===== src/rtl/add_arbiter.sv =====
// add_arbiter: two requesters share one N-bit ripple-carry adder through a
// round-robin arbiter feeding a one-entry result buffer (EMPTY/FULL).
// Optional feature: define ADD_ARB_COUT_EN to add the res_cout port, which
// carries the adder's carry out of bit N-1 alongside res_sum.
//
// Handshake: a transfer happens on a rising edge where valid and ready are
// both high. reqX_ready is combinational and high only for the requester
// granted this cycle. res_valid is a registered FULL flag; the buffer may
// drain (res_ready) and refill (new grant) on the same edge.
module add_arbiter #(
  parameter int N = 32
) (
  input  logic         clk,
  input  logic         rst,
  input  logic         req0_valid,
  input  logic [N-1:0] req0_a,
  input  logic [N-1:0] req0_b,
  output logic         req0_ready,
  input  logic         req1_valid,
  input  logic [N-1:0] req1_a,
  input  logic [N-1:0] req1_b,
  output logic         req1_ready,
  output logic         res_valid,
  input  logic         res_ready,
  output logic [N-1:0] res_sum,
  output logic         res_id
`ifdef ADD_ARB_COUT_EN
  ,
  output logic         res_cout
`endif
);

  typedef enum logic {
    EMPTY = 1'b0,
    FULL  = 1'b1
  } state_t;

  // state is the buffer FSM; visible hierarchically for checkers
  state_t       state;
  logic         ptr;        // preferred requester on contention
  logic         slot_free;
  logic         grant0;
  logic         grant1;
  logic [N-1:0] op_a;
  logic [N-1:0] op_b;
  logic [N-1:0] sum;
  logic [N-1:1] carry;      // carry[i] is the carry into bit i
`ifdef ADD_ARB_COUT_EN
  logic         cout;
`endif

  // Slot is free when empty, or full and being drained this cycle.
  // Held low during reset so no ready pulses escape.
  assign slot_free = !rst && ((state == EMPTY) || res_ready);

  // Round-robin grant: the pointer only matters when both are valid
  assign grant0 = slot_free && req0_valid && (!req1_valid || !ptr);
  assign grant1 = slot_free && req1_valid && (!req0_valid || ptr);

  assign req0_ready = grant0;
  assign req1_ready = grant1;
  assign res_valid  = (state == FULL);

  // Operand mux in front of the single shared adder
  assign op_a = grant1 ? req1_a : req0_a;
  assign op_b = grant1 ? req1_b : req0_b;

  // Ripple-carry adder: half adder at bit 0, full adders above, no carry-in
  assign sum[0]   = op_a[0] ^ op_b[0];
  assign carry[1] = op_a[0] & op_b[0];

  for (genvar i = 1; i < N; i++) begin : g_fa
    assign sum[i] = op_a[i] ^ op_b[i] ^ carry[i];
    if (i < N - 1) begin : g_carry
      assign carry[i+1] = (op_a[i] & op_b[i]) | (carry[i] & (op_a[i] ^ op_b[i]));
    end
  end

`ifdef ADD_ARB_COUT_EN
  // Carry out of the top bit, only built when it is exported
  assign cout = (op_a[N-1] & op_b[N-1]) | (carry[N-1] & (op_a[N-1] ^ op_b[N-1]));
`endif

  // Buffer FSM, result registers and round-robin pointer
  always_ff @(posedge clk or posedge rst) begin
    if (rst) begin
      state   <= EMPTY;
      res_sum <= '0;
      res_id  <= 1'b0;
      ptr     <= 1'b0;
`ifdef ADD_ARB_COUT_EN
      res_cout <= 1'b0;
`endif
    end else if (grant0 || grant1) begin
      state   <= FULL;
      res_sum <= sum;
      res_id  <= grant1;
      ptr     <= grant0;  // point at the requester that was not granted
`ifdef ADD_ARB_COUT_EN
      res_cout <= cout;
`endif
    end else if ((state == FULL) && res_ready) begin
      state <= EMPTY;
    end
  end

endmodule


===== config.mk =====
export PLATFORM = sky130hd
export DESIGN_NAME = add_arbiter
export DESIGN_NICKNAME = d
export VERILOG_FILES = /design/src/rtl/add_arbiter.sv
export SDC_FILE = /design/constraint.sdc
export NUM_CORES = 1
export LEC_CHECK = 0
export CAP_MARGIN = 10
export CELL_PAD_IN_SITES_DETAIL_PLACEMENT = 1
export CELL_PAD_IN_SITES_GLOBAL_PLACEMENT = 1
export CORE_MARGIN = 3
export CORE_UTILIZATION = 29
export CTS_CLUSTER_DIAMETER = 80
export CTS_CLUSTER_SIZE = 10
export DETAILED_ROUTE_END_ITERATION = 8
export PLACE_DENSITY_LB_ADDON = 0.1
export SLEW_MARGIN = 10
export SYNTH_ARGS = -nofsm -noshare
export SYNTH_HDL_FRONTEND = slang
export SYNTH_SLANG_ARGS = --single-unit

===== constraint.sdc =====
create_clock -name clk -period 34.8 [get_ports clk]
set_input_delay 10.44 -clock clk [delete_from_list [all_inputs] [get_ports clk]]
set_output_delay 10.44 -clock clk [all_outputs]
set_load 0.02 [all_outputs]

==> reports/results.tsv <==
stage	metric	value	unit
run_status	outcome	finished, final reports clean	
pwr	Pleak	2.01	nW
logic_synthesis	Post-Syn Area	2690	sq um
global_route	initial antenna violation count	0	
die	core outline area	8850	sq um
global_route	pin count of the biggest net entering global routing	63	
drt	DRC	0	
worst_hold_path	HP Class	reg2reg	
placement	area of placed instances	4400	sq um
sta	setup violators final	0	
clock_tree	CTS tree	done	
clock_tree	clock sink total	35	
setup_path	most used cell, CP	fa_1	
clock_tree	Root Buffer	clkbuf_8	
clock_tree	Post-CTS Setup Bufs	0	
setup_path	required time worst endpoint	34.97	ns
setup_path	Critical Path AT	26.48	ns
sta	WHS	0.478	ns
sta	Rel. slew slack	36.2	%
die	FP Rows	34	
finish	ANT cells	0	
die	Top Ports	169	
drt	Antenna Nets Post-Route	0	
drt	DRT Wirelength	8460	um
placement	HPWL after DPL	6940	um
clock_tree	CTS Hold Bufs	0	
sta	unrepaired setup endpoints after global routing	false	
setup_path	CP endpoint kind	flop	
finish	P&R area growth vs syn	67.6	%
pwr	Peak VDD IR	15.4	uV
setup_path	peak fanout along the critical path	43	
setup_path	worst path bufs/invs	5	
placement	Final Wtd Congestion	0.731	
sta	final setup TNS	0	ns
clock_tree	clk_lat worst skew	0.29	ns
finish	most frequent cells in the layout	clkdlybuf4s50_1, mux2i_1, nand2_1	
drt	post-DR vias/cell	4.63	
drt	DR vias	2375	
finish	commonest non-fill, non-tap cell in the layout	clkdlybuf4s50_1	
logic_synthesis	Synth cell types	25	
finish	Non-Filler Instances	513	
placement	dpl ws	7.98	ns
global_route	global route overflow	0	
sta	Max Clock Freq	38.0	MHz
setup_path	Crit Path Class	in2reg	
sta	Final Critical Period	26.31	ns
finish	Finished Core Util	50.9	%
finish	share of cells above drive strength 1	3.46	%
sta	Max Slew Vio Count	0	
sta	Worst Slack Setup Final	8.49	ns
setup_path	max incr delay on CP	0.59	ns
clock_tree	H-tree levels	2	
pwr	power density over the cells	42.3	nW/um^2
logic_synthesis	Post-Syn Nets	405	
clock_tree	Reg clk slew, reported paths	0.07	ns
global_route	Total GRT Usage	16.3	%
setup_path	delay-heaviest family, CP	adder cells	
placement	PortBufs	168	
die	Die ar.	10500	sq um
clock_tree	clock buffer count from CTS	5	
finish	Finished Cell Area	4500	sq um
sta	clock skew	0.00800	ns
setup_path	crit path max-delay cell type	buf_4	
run	max_cap viols	0	
placement	dpl cells	505	
logic_synthesis	Avg Inst Size Synth	11.1	sq um
setup_path	Worst setup SP type	primary input	
global_route	via count of the first global-routing pass	2613	
pwr	total chip power	0.190	mW
sta	Hold Violations, Final	0	
die	Initial Util	30.3	%
sta	Tightest Pin Transition	0.958	ns
drt	DR pass1 iterations	4	
clock_tree	post_cts resized	0	
die	Chip Height	102	um
global_route	first-pass GRT wire length	13000	um
finish	nets	568	
sta	Final Cycle Share	75.6	%
clock_tree	CTS Buffer Depth	2	
logic_synthesis	Cells after Synth	241	
drt	initial drt markers	36	
logic_synthesis	post-synthesis sequential area ratio	32.6	%
drt	wire length per cell	16.5	um
logic_synthesis	Synth Register Bits	35	
die	Die X	102	um
logic_synthesis	YS warnings	0	
-- synthesized netlist by cell type --
cell,instances,area [sq um]
mux2i_1,58,581
o21ai_2,1,8.76
buf_12,1,20.0
o21ai_0,31,155
nor3_1,1,5.00
dfrtp_1,35,876
inv_12,1,16.3
nand2b_1,1,6.26
buf_8,1,15.0
nor2_1,3,11.3
or3_1,1,6.26
a2111oi_1,1,10.0
nand2_1,48,180
inv_1,6,22.5
buf_6,5,56.3
nor2b_1,1,6.26
and2_1,2,12.5
a21o_1,1,7.51
nand3_1,1,5.00
clkbuf_1,7,26.3
xor2_1,2,17.5
or4b_4,1,13.8
nor2b_4,1,13.8
ha_1,1,12.5
fa_1,30,601
-- registers in the layout, summed over array words and instances (netlist names) --
signal / count
res_valid: 1
res_sum: 32
ptr: 1
res_id: 1
-- per-layer routing --
| layer | wire length [um] | global-route usage [%] | up-vias |
|---|---|---|---|
| met5 | 0 | 0 | - |
| met1 | 3180 | 18.8 | 1137 |
| li1 | - | - | 1132 |
| met2 | 4490 | 29.8 | 95 |
| met4 | 161 | 5.45 | 0 |
| met3 | 628 | 3.41 | 11 |
-- path summary, 6_finish.rpt --
kind / from / endpoint / slack (ns) / cells after the start
worst max-delay path: req0_valid / res_sum[31] / 8.49 / 43
worst min-delay path: res_sum[27] / res_sum[27] / 0.48 / 2
min in group asynchronous: rst / res_valid / 10.47 / 2
worst min register to register: res_sum[27] / res_sum[27] / 0.48 / 2
worst max register to register: res_valid / res_sum[31] / 18.74 / 42
max in group asynchronous: rst / res_sum[23] / 23.68 / 3
-- tightest hold or removal path, cell delays in order (launching register included) --
cell	delay, ns
dfrtp_1	0.34
nand2_1	0.04
o21ai_0	0.06
-- power by group --
part	switching, mW	internal (mW)	leakage (nW)
combinational	0.0472	0.0502	1.53
sequential	0.00651	0.0532	0.430
clock	0.0152	0.0181	0.0515
total	0.0689	0.121	2.01
-- cell families (layout without fill, tap and decap cells) --
kind of cell | after synthesis | in the layout | share of synthesized area (%)
mux | 58 | 58 | 21.6
xor+xnor | 2 | 2 | 0.652
fa+ha+maj | 31 | 31 | 22.8
simple gates | 60 | 60 | 9.69
buf+inv | 21 | 185 | 5.82
compound gates | 34 | 34 | 6.76
flops | 35 | 35 | 32.6
-- area by class of cell --
class                           instances  area (sq um)
Clock buffer                            8           100
Fill cell                             972          4350
Inverter                                7          38.8
Multi-Input combinational cell        185          1650
Sequential cell                        35           876
Tap cell                              108           135
Timing Repair Buffer                  170          1700
Power figures use the tool's default switching activity.
